==> config.mk <==
export PLATFORM = sky130hd
export DESIGN_NAME = ternary_neuron_acc
export DESIGN_NICKNAME = d
export VERILOG_FILES = /design/src/rtl/ternary_neuron_acc.sv
export SDC_FILE = /design/constraint.sdc
export NUM_CORES = 1
export LEC_CHECK = 0
export CORE_ASPECT_RATIO = 1.75
export CORE_MARGIN = 2
export CORE_UTILIZATION = 41
export DETAILED_ROUTE_END_ITERATION = 8
export PLACE_DENSITY = 0.65
export REMOVE_ABC_BUFFERS = 1
export SLEW_MARGIN = 20
export SYNTH_ARGS = -nofsm -noshare
export SYNTH_HDL_FRONTEND = slang
export SYNTH_SLANG_ARGS = --single-unit
==> constraint.sdc <==
create_clock -name clk -period 1.7 [get_ports clk]
set_clock_uncertainty 0.2 [all_clocks]
set_input_delay 0.17 -clock clk [delete_from_list [all_inputs] [get_ports clk]]
set_output_delay 0.17 -clock clk [all_outputs]
set_load 0.01 [all_outputs]
==> src/rtl/ternary_neuron_acc.sv <==
// ternary_neuron_acc: accumulates (pos - neg) popcount differences over
// N_BEATS input beats, thresholds the signed sum and presents a ternary
// (or binary) activation under a valid/ready handshake.
// Optional feature macro: TNN_ACC_TERNARY_EN.
// - When it is defined, the block produces a three-level activation (+1 / 0 / -1).
// - When it is undefined, the block produces a binary activation (+1 / -1).
module ternary_neuron_acc #(
  parameter int N_BEATS = 4,
  parameter int CNT_W   = 3,
  parameter int ACC_W   = $clog2(7*N_BEATS+1)+1,
  parameter int TH_POS  = 2,
  parameter int TH_NEG  = -2
) (
  input  logic                    clk,
  input  logic                    rst,
  input  logic                    in_valid,
  output logic                    in_ready,
  input  logic [CNT_W-1:0]        in_pos,
  input  logic [CNT_W-1:0]        in_neg,
  output logic                    out_valid,
  input  logic                    out_ready,
  output logic [1:0]              out_act,
  output logic signed [ACC_W-1:0] out_sum
);

  localparam int BC_W = (N_BEATS > 1) ? $clog2(N_BEATS) : 1;
  localparam logic [BC_W-1:0] LAST_BEAT = BC_W'(N_BEATS-1);
  localparam logic signed [ACC_W-1:0] TH_POS_X = ACC_W'(TH_POS);
`ifdef TNN_ACC_TERNARY_EN
  localparam logic signed [ACC_W-1:0] TH_NEG_X = ACC_W'(TH_NEG);
`endif

  // The negative threshold must never sit above the positive one.
  if (TH_NEG > TH_POS) begin : g_th_check
    $error("ternary_neuron_acc: TH_NEG must not exceed TH_POS");
  end

  typedef enum logic [1:0] {IDLE, ACC, OUT} state_t;

  state_t                  state, state_nxt;
  logic signed [ACC_W-1:0] acc_p0;
  logic [BC_W-1:0]         beat_cnt_p0;
  logic signed [ACC_W-1:0] sum_p1;
  logic [1:0]              act_p1;
  logic signed [ACC_W-1:0] delta;
  logic signed [ACC_W-1:0] sum_nxt;
  logic                    accept;
  logic                    last_beat;

  // Threshold the final sum into the activation code.
  function automatic logic [1:0] activate(input logic signed [ACC_W-1:0] s);
`ifdef TNN_ACC_TERNARY_EN
    if (s >= TH_POS_X)      return 2'b01;
    else if (s <= TH_NEG_X) return 2'b11;
    else                    return 2'b00;
`else
    if (s >= TH_POS_X) return 2'b01;
    else               return 2'b11;
`endif
  endfunction

  assign in_ready  = (state != OUT);
  assign out_valid = (state == OUT);
  assign out_sum   = sum_p1;
  assign out_act   = act_p1;

  // Beat acceptance, popcount difference and next FSM state.
  always_comb begin
    state_nxt = state;
    accept    = in_valid && (state != OUT);
    last_beat = (beat_cnt_p0 == LAST_BEAT);
    // Popcounts are zero-extended; out-of-contract values 6..7 pass through unchanged.
    delta     = $signed(ACC_W'(in_pos)) - $signed(ACC_W'(in_neg));
    sum_nxt   = acc_p0 + delta;
    case (state)
      IDLE, ACC: begin
        if (accept) state_nxt = last_beat ? OUT : ACC;
      end
      OUT: begin
        if (out_ready) state_nxt = IDLE;
      end
      default: state_nxt = IDLE;
    endcase
  end

  // State register.
  always_ff @(posedge clk or posedge rst) begin
    if (rst) state <= IDLE;
    else     state <= state_nxt;
  end

  // Stage p0 -> p1: accumulate beats; the last beat closes the sum into the
  // held result registers and rearms the accumulator for the next neuron.
  always_ff @(posedge clk or posedge rst) begin
    if (rst) begin
      acc_p0      <= '0;
      beat_cnt_p0 <= '0;
      sum_p1      <= '0;
      act_p1      <= 2'b00;
    end else if (accept) begin
      if (last_beat) begin
        acc_p0      <= '0;
        beat_cnt_p0 <= '0;
        sum_p1      <= sum_nxt;
        act_p1      <= activate(sum_nxt);
      end else begin
        acc_p0      <= sum_nxt;
        beat_cnt_p0 <= beat_cnt_p0 + 1'b1;
      end
    end
  end

endmodule

; ---- Word-level counts from Yosys, hierarchy flattened
; Cells that the tools add are included.
[totals]
wordCells = 27
regBits = 18
input_bits = 10
[op_classes]
eq_ne = 6
order_cmp = 1
addsub = 3
n_mux = 7
n_reduce_logical = 5
[ops]
columns = cell, count
row1 = 2-bit 2-to-1 mux, 5
row2 = 6-bit by 4-bit adder with 6-bit output, 1
row3 = "6-bit by 3-bit >= comparator with 1-bit output, second input constant", 1
row4 = 6-bit 2-to-1 mux, 1
row5 = "2-bit == test, second input constant", 2
row6 = "2-bit inequality test, second input constant", 2
row7 = 2-bit case mux with 2 select lines, 1
row8 = 2-bit AND reduction, 2
row9 = 3-bit by 3-bit subtractor with 4-bit output, 1
row10 = "2-bit by 1-bit adder with 2-bit output, second input constant", 1
row11 = "2-bit by 1-bit == test with 1-bit output, second input constant", 1
row12 = 2-bit zero test, 1
row13 = "2-bit by 1-bit inequality test with 1-bit output, second input constant", 1
row14 = 2-bit OR reduction, 1
row15 = 1-bit logical AND, 1

; ---- Logic depth before layout (Yosys ltp)
; Gate-level depths: netlist of run 1.
[depth]
depth_word = 4
depth_mapped = 11

; ---- Worst setup path before layout of run 1
; Ideal clock, no wire load.
[synth_timing]
path_kind = input-to-reg
from = in in_pos[0]
to = reg act_p1[1] (netlist: out_act[1])
setup_time_ps = 131
required_time_ps = 1369
cell_stages = 10
arrival_ps = 2011
setup_slack_ps = -642
cell_sequence = inv_1 -> ha_1 -> inv_1 -> fa_1 -> ha_1 -> a21o_1 -> a21oi_1 -> o21ai_0 -> xnor2_1 -> o21ai_1
[synth_between]
elab_chain_cells = 4
[synth_rtl]
columns = element, line
row1 = start: declaration, 18  ; input logic [CNT_W-1:0] in_pos,
row2 = 3-bit by 3-bit subtractor with 4-bit output, 73  ; delta = $signed(ACC_W'(in_pos)) - $signed(ACC_W'(in_neg));
row3 = 6-bit by 4-bit adder with 6-bit output, 74  ; sum_nxt = acc_p0 + delta;
row4 = 6-bit by 3-bit >= comparator with 1-bit output, 57  ; if (s >= TH_POS_X) return 2'b01;
row5 = 2-bit 2-to-1 mux, 57
row6 = end signal: assignment, 105  ; act_p1 <= activate(sum_nxt);
row7 = end: declaration, 44  ; logic [1:0] act_p1;
; Every way passes these cells.
; A chain may end at the register's enable or synchronous reset.

; ---- Final worst setup path of run 1
[layout_timing]
from = in in_neg[1]
to = reg acc_p0[5]
[layout_between]
elab_chain_cells = 3
[layout_rtl]
columns = element, line
row1 = start: declaration, 19  ; input logic [CNT_W-1:0] in_neg,
row2 = 3-bit by 3-bit subtractor with 4-bit output, 73
row3 = 6-bit by 4-bit adder with 6-bit output, 74
row4 = 6-bit 2-to-1 mux, 101  ; if (last_beat) begin
row5 = end signal: assignment, 107  ; acc_p0 <= sum_nxt;
row6 = end: declaration, 41  ; logic signed [ACC_W-1:0] acc_p0;
; Every way passes these cells.

==> metrics.txt, run 1 <==
hpwl dp 1590 um; Cell Rows 23; final net count 161; YS warnings 0; post-synthesis adder-cell area fraction 15.10%; Starting Density 43.91%; worst setup margin -423.8 ps; Post-Syn Instances 98; Synth area leader dfrtp_1; H-tree levels 1; initial antenna violation count 0; first-pass GRT wire length 3967 um; sequential element share of the synthesized area 44.55%; setup TNS -3063 ps; worst r2r path cells 8; Tmin final 2124 ps; Worst IR Drop VDD 1.218 mV; violated checks negative setup slack; FF-to-FF setup slack -230 ps; Worst slew margin 84.12%; final hold vios 0; Synth Area in Simple Gates 10.64%; Cell Pwr Density 1787 nW/um^2; Longest Clk Path Bufs 2; GP Congestion 0.7771; DRC Markers 0; Fillers 175; Critical Path End Type register; Compound-Gate Fraction of Synth Area 16.21%; clk root buf clkbuf_8; Fmax 0.4709 GHz; GRT Total Usage 17.38%; ratio of cells with drive above 1 in the final layout 43.88%; Placed Area 1340 um^2; setup violators final 11; critical path launch point type primary input; syn avg cell area 10.32 um^2; Iteration-0 DRC Markers 15; WP data arrival 2090 ps; fraction of synthesized cell area in xor and xnor cells 5.941%; Die Ht 69.69 um; DRT antenna net count 0; synthesized area 1011 um^2; distinct cell type count after synthesis 26; critical path required time 1670 ps; Least-Margin Pin Slew 238.2 ps; CTS tree yes; share of the synthesized area in the top cell type 44.55%; reg2reg end out_act[1]; class of the worst hold path in2async; DR vias/cell 4.945; number of global-route vias before repair 901; die footprint 2895 um^2; drt wl/cell 13.40 um; die width 41.54 um; Crit Path Class in2reg; pre-CTS WS -1250 ps; status complete, but fails checks; Core ar. 2302 um^2; synth top area cells dfrtp_1 45%, ha_1 11%, nand2_1 4.8%, inv_1 4.1%, fa_1 4.0%; CTS clk-pin slew, worst paths 70 ps; total iterations of the first detailed-routing run 4; total of max-cap violations 0; hold_buf cts 0; main combinational cell family by area after synthesis compound AO/OA/AOI/OAI gates; Slew Viols, Final 0; hold slack 29.51 ps; routed wire length 2197 um; Final Cycle Share 124.9%; I/O pin cnt 20; Clk Latency, worst-skew pair 250 ps; port bufs 19; reg2reg start acc_p0[0]; P&R area growth vs syn 59.53%; Leak 0.7431 nW; vias 811; unrepaired setup endpoints after global routing yes; Num CTS Buffers 3; mux cell area share after synthesis 2.228%; clock sinks 18; CP Max Fanout 3; flops & latches, synth 18; pin count of the biggest net entering global routing 19; Final Cell Area 1613 um^2; total congestion overflow 0; Ant. Diodes 0; Setup crit start in_neg[1]
## stage by stage
stage / power, mW / util (%) / std cells
floorplan: 1.429 / - / 95
global placement: 1.930 / 58.21 / 155
detailed placement: 1.958 / 58.21 / 155
CTS: 2.718 / 67.99 / 163
global route: 3.122 / 70.05 / 164
finish: 2.883 / 70.05 / 164
## cells in the final DEF (no fill, tap or decap), types with 2 or more instances in the layout
master,netlist,layout
mux2_2,2,2
a21o_1,3,3
dfrtp_1,18,18
clkbuf_8,0,4
o31ai_2,1,4
ha_1,9,4
clkdlybuf4s50_1,0,11
o21ai_1,2,4
inv_1,11,6
buf_6,0,3
nand2_1,13,13
and2_1,2,2
buf_4,0,20
nand2b_1,4,2
ha_4,0,5
dlygate4sd2_1,0,5
nor2_1,3,2
fa_2,0,2
inv_2,0,4
xor2_2,1,2
o21ai_2,0,3
a21oi_2,0,2
## flip-flops by register name, indices dropped and copies added (netlist names)
register / count
acc_p0: 6
state: 2
beat_cnt_p0: 2
out_act: 2
out_sum: 6
## power by group
group | total (mW) | internal (mW) | switching, mW
Clock | 0.347 | 0.206 | 0.141
Sequential | 0.747 | 0.622 | 0.125
Combinational | 1.79 | 0.983 | 0.806
Total | 2.88 | 1.81 | 1.07
## how the worst max path moves through the flow
stage          cells past startpoint  slack (ps)         end
2_1_floorplan                     10        -650  out_act[1]
3_3_place_gp                      11       -1260  out_sum[5]
3_5_place_dp                      11       -1250  out_sum[5]
4_1_cts                           12        -440  out_act[1]
5_1_grt                           10        -490   acc_p0[5]
6_report                          10        -420   acc_p0[5]
## synthesized netlist by cell type
cell,instances
a211oi_1,1
nor2_1,3
o31ai_2,1
o21ai_0,6
a21o_1,3
nand2_1,13
a31oi_4,1
xnor2_1,2
ha_1,9
nand3_1,1
xor2_1,3
a21oi_1,3
nor3_1,1
o31ai_1,4
dfrtp_1,18
buf_2,1
nand2b_1,4
inv_1,11
a41oi_1,1
o21ai_1,2
xor2_2,1
o22ai_1,1
and2_1,2
clkbuf_1,2
fa_1,2
mux2_2,2
## layout make-up
| class | count | area, um^2 | share of cell area [%] |
|---|---|---|---|
| Clock buffer | 4 | 55.05 | 3.413 |
| Timing Repair Buffer | 40 | 342.8 | 21.26 |
| Multi-Input combinational cell | 66 | 689.4 | 42.75 |
| Inverter | 11 | 43.79 | 2.715 |
| Sequential cell | 18 | 450.4 | 27.93 |
| Tap cell | 25 | 31.28 | 1.939 |
## metal layers
metal / up-vias / GRT usage, % / wire [um]
met4: 0 / 6.452 / 32
met2: 14 / 32.12 / 1256
li1: 412 / - / -
met1: 381 / 19.09 / 853
met5: - / 0 / 0
met3: 4 / 2.865 / 55
## worst max-delay path, cell delays in order
cell and delay, ps:
dlygate4sd2_1 240, inv_2 70, fa_2 460, ha_1 300, a21o_1 160, a21oi_2 150, o21ai_1 100, xnor2_1 130
buf_4 150, o31ai_2 160
## what timing repair did
action | CTS | global route
pin swaps | 20 | 5
hold endpoints to repair | 0 | 0
gates cloned | 0 | 0
resized for setup | 49 | 8
setup endpoints to repair | 13 | 11
setup buffers | 4 | 1
## cells by family (layout without fill, tap and decap cells)
family,after synthesis,count (layout)
xor gates and xnor gates,6,6
AOI/OAI and AO/OA,23,23
adders and majority gates,11,11
and+or+nand+nor,24,24
buffers and inverters,14,55
DFF,18,18
muxes,2,2
Note: power is estimated with default switching activity, not from simulation.
==> inputs of run 2 (changes only) <==
==> constraint.sdc (replaced) <==
create_clock -name clk -period 1.9 [get_ports clk]
set_clock_uncertainty 0.2 [all_clocks]
set_input_delay 0.57 -clock clk [delete_from_list [all_inputs] [get_ports clk]]
set_output_delay 0.57 -clock clk [all_outputs]
set_load 0.01 [all_outputs]
==> metrics.txt, run 2 (synthesis gave the netlist of run 1 again) <==
DRC Markers 0 (unchanged); Final Cycle Share 135.7%; H-tree levels 1 (unchanged); Fmax 0.3879 GHz; Clk Latency, worst-skew pair 250 ps (about the same); Fillers 175 (unchanged); Cell Pwr Density 1601 nW/um^2 (was 1787 nW/um^2); GP Congestion 0.7605 (was 0.7771); Num CTS Buffers 3 (unchanged); GRT Total Usage 18.14% (was 17.38%); Worst slew margin 83.82% (was 84.12%); total congestion overflow 0 (unchanged); WP data arrival 2540 ps (was 2090 ps); most common cell after layout, fill and taps aside buf_4 (unchanged); total iterations of the first detailed-routing run 4 (unchanged); crit-path cells clkdlybuf4s15_1 > fa_2 > ha_4 > a21o_1 > a21oi_2 > buf_4 > xor2_4 > buf_6 > o31ai_4 (was dlygate4sd2_1 > inv_2 > fa_2 > ha_1 > a21o_1 > a21oi_2 > o21ai_1 > xnor2_1 > buf_4 > o31ai_2); number of global-route vias before repair 911 (was 901); hold slack 260.5 ps (was 29.51 ps); highest-count cells in the layout ignoring fill and taps 22 x buf_4, 18 x dfrtp_1, 13 x nand2_1 (was 20 x buf_4, 18 x dfrtp_1, 13 x nand2_1); Die Ht 69.69 um (unchanged); Ant. Diodes 0 (unchanged); Min-Delay Path Depth 1; cell family with most CP delay adder cells (unchanged); Core ar. 2302 um^2 (unchanged); die width 41.54 um (unchanged); die footprint 2895 um^2 (unchanged); reg2reg end out_act[1] (unchanged); Tmin final 2578 ps; Cell Rows 23 (unchanged); Worst path max stage delay 630 ps (was 460 ps); CP Max Fanout 2 (was 3); Crit Path Class in2reg (unchanged); drt wl/cell 14.76 um (was 13.40 um); Iteration-0 DRC Markers 7 (was 15); clock sinks 18 (unchanged); DR vias/cell 5.187 (was 4.945); reg2reg start acc_p0[0] (unchanged); worst setup margin -678.2 ps (was -423.8 ps); Longest Clk Path Bufs 2 (unchanged); DRT antenna net count 0 (unchanged); Placed Area 1363 um^2 (was 1340 um^2); clk root buf clkbuf_8 (unchanged); Worst IR Drop VDD 1.007 mV (was 1.218 mV); ratio of cells with drive above 1 in the final layout 43.97% (was 43.88%); critical path launch point type primary input (unchanged); final net count 164 (was 161); routed wire length 2450 um (was 2197 um); CTS tree yes (unchanged); pin count of the biggest net entering global routing 19 (unchanged); Final Cell Area 1627 um^2 (was 1613 um^2); Critical Path End Type register (unchanged); setup TNS -5830 ps (was -3063 ps); FF-to-FF setup slack -60 ps (was -230 ps); critical path required time 1860 ps (was 1670 ps); class of the worst hold path reg2reg (was in2async); flip-flop and latch area 450.4 um^2 (unchanged); setup violators final 11 (unchanged); CTS clk-pin slew, worst paths 70 ps (about the same); first-pass GRT wire length 4050 um (was 3967 um); Multi-input gate area 700.7 um^2 (was 689.4 um^2); status complete, but fails checks (unchanged); total of max-cap violations 0 (unchanged); slowest cell on the critical path fa_2 (unchanged); unrepaired setup endpoints after global routing yes (unchanged); violated checks negative setup slack (unchanged); P&R area growth vs syn 60.89% (was 59.53%); hpwl dp 1635 um (was 1590 um); final hold vios 0 (unchanged); Least-Margin Pin Slew 242.7 ps (was 238.2 ps); worst r2r path cells 8 (unchanged); Leak 0.7661 nW (was 0.7431 nW); initial antenna violation count 0 (unchanged); min-delay src state[1]; Hold Crit Endpoint state[0]; I/O pin cnt 20 (unchanged); port bufs 19 (unchanged); total power 2.604 mW (was 2.883 mW); Slew Viols, Final 0 (unchanged); vias 861 (was 811); Starting Density 43.91% (unchanged); sum of buffers and inverters on the critical path 3 (unchanged)
## run 2: final cells by class
class                      instances  area share [%]
clock buffer                       3           2.538
inverter                          11           2.692
multi-input combinational         66           43.08
sequential                        18           27.69
tap                               25           1.923
timing repair buffer              43           22.08
## run 2: metrics by stage
step                setup slack, ps  util [%]  std cells
finish                       -678.2     70.65        166
global placement              -1433     59.18        158
detailed placement            -1440     59.18        158
global route                 -741.1     70.65        166
CTS                          -659.7     68.42        165
floorplan                    -847.7         -         95
## run 2: where the power goes
part	total, mW	switching, mW	internal, mW
logic	1.67	0.799	0.867
registers	0.674	0.117	0.556
clock network	0.264	0.123	0.141
## run 2: per-layer routing
metal	GRT usage [%]	part of all wire, %	vias to the layer above
met5	0	0	-
met4	8.244	2.9	0
met3	2.604	2.9	9
met2	33.51	55	21
met1	19.46	39	418
li1	-	-	413
## run 2: repair_timing
item                       in CTS  in global routing
pin swaps                      19                  8
hold buffers                    0                  0
gates cloned                    0                  0
hold endpoints to repair        0                  0
setup endpoints to repair      21                 14
resized for setup              57                  9
setup buffers                   4                  1
## run 2: worst max-delay path by stage
stage	startpoint	endpoint	slack [ps]	depth (start not counted)
finish	in_pos[1]	acc_p0[3]	-680	9
global route	in_pos[1]	out_act[1]	-740	9
CTS	in_pos[0]	out_act[1]	-660	12
detailed placement	in_pos[0]	out_sum[5]	-1440	11
global placement	in_pos[0]	out_sum[5]	-1430	11
floorplan	in_pos[0]	out_act[1]	-850	10
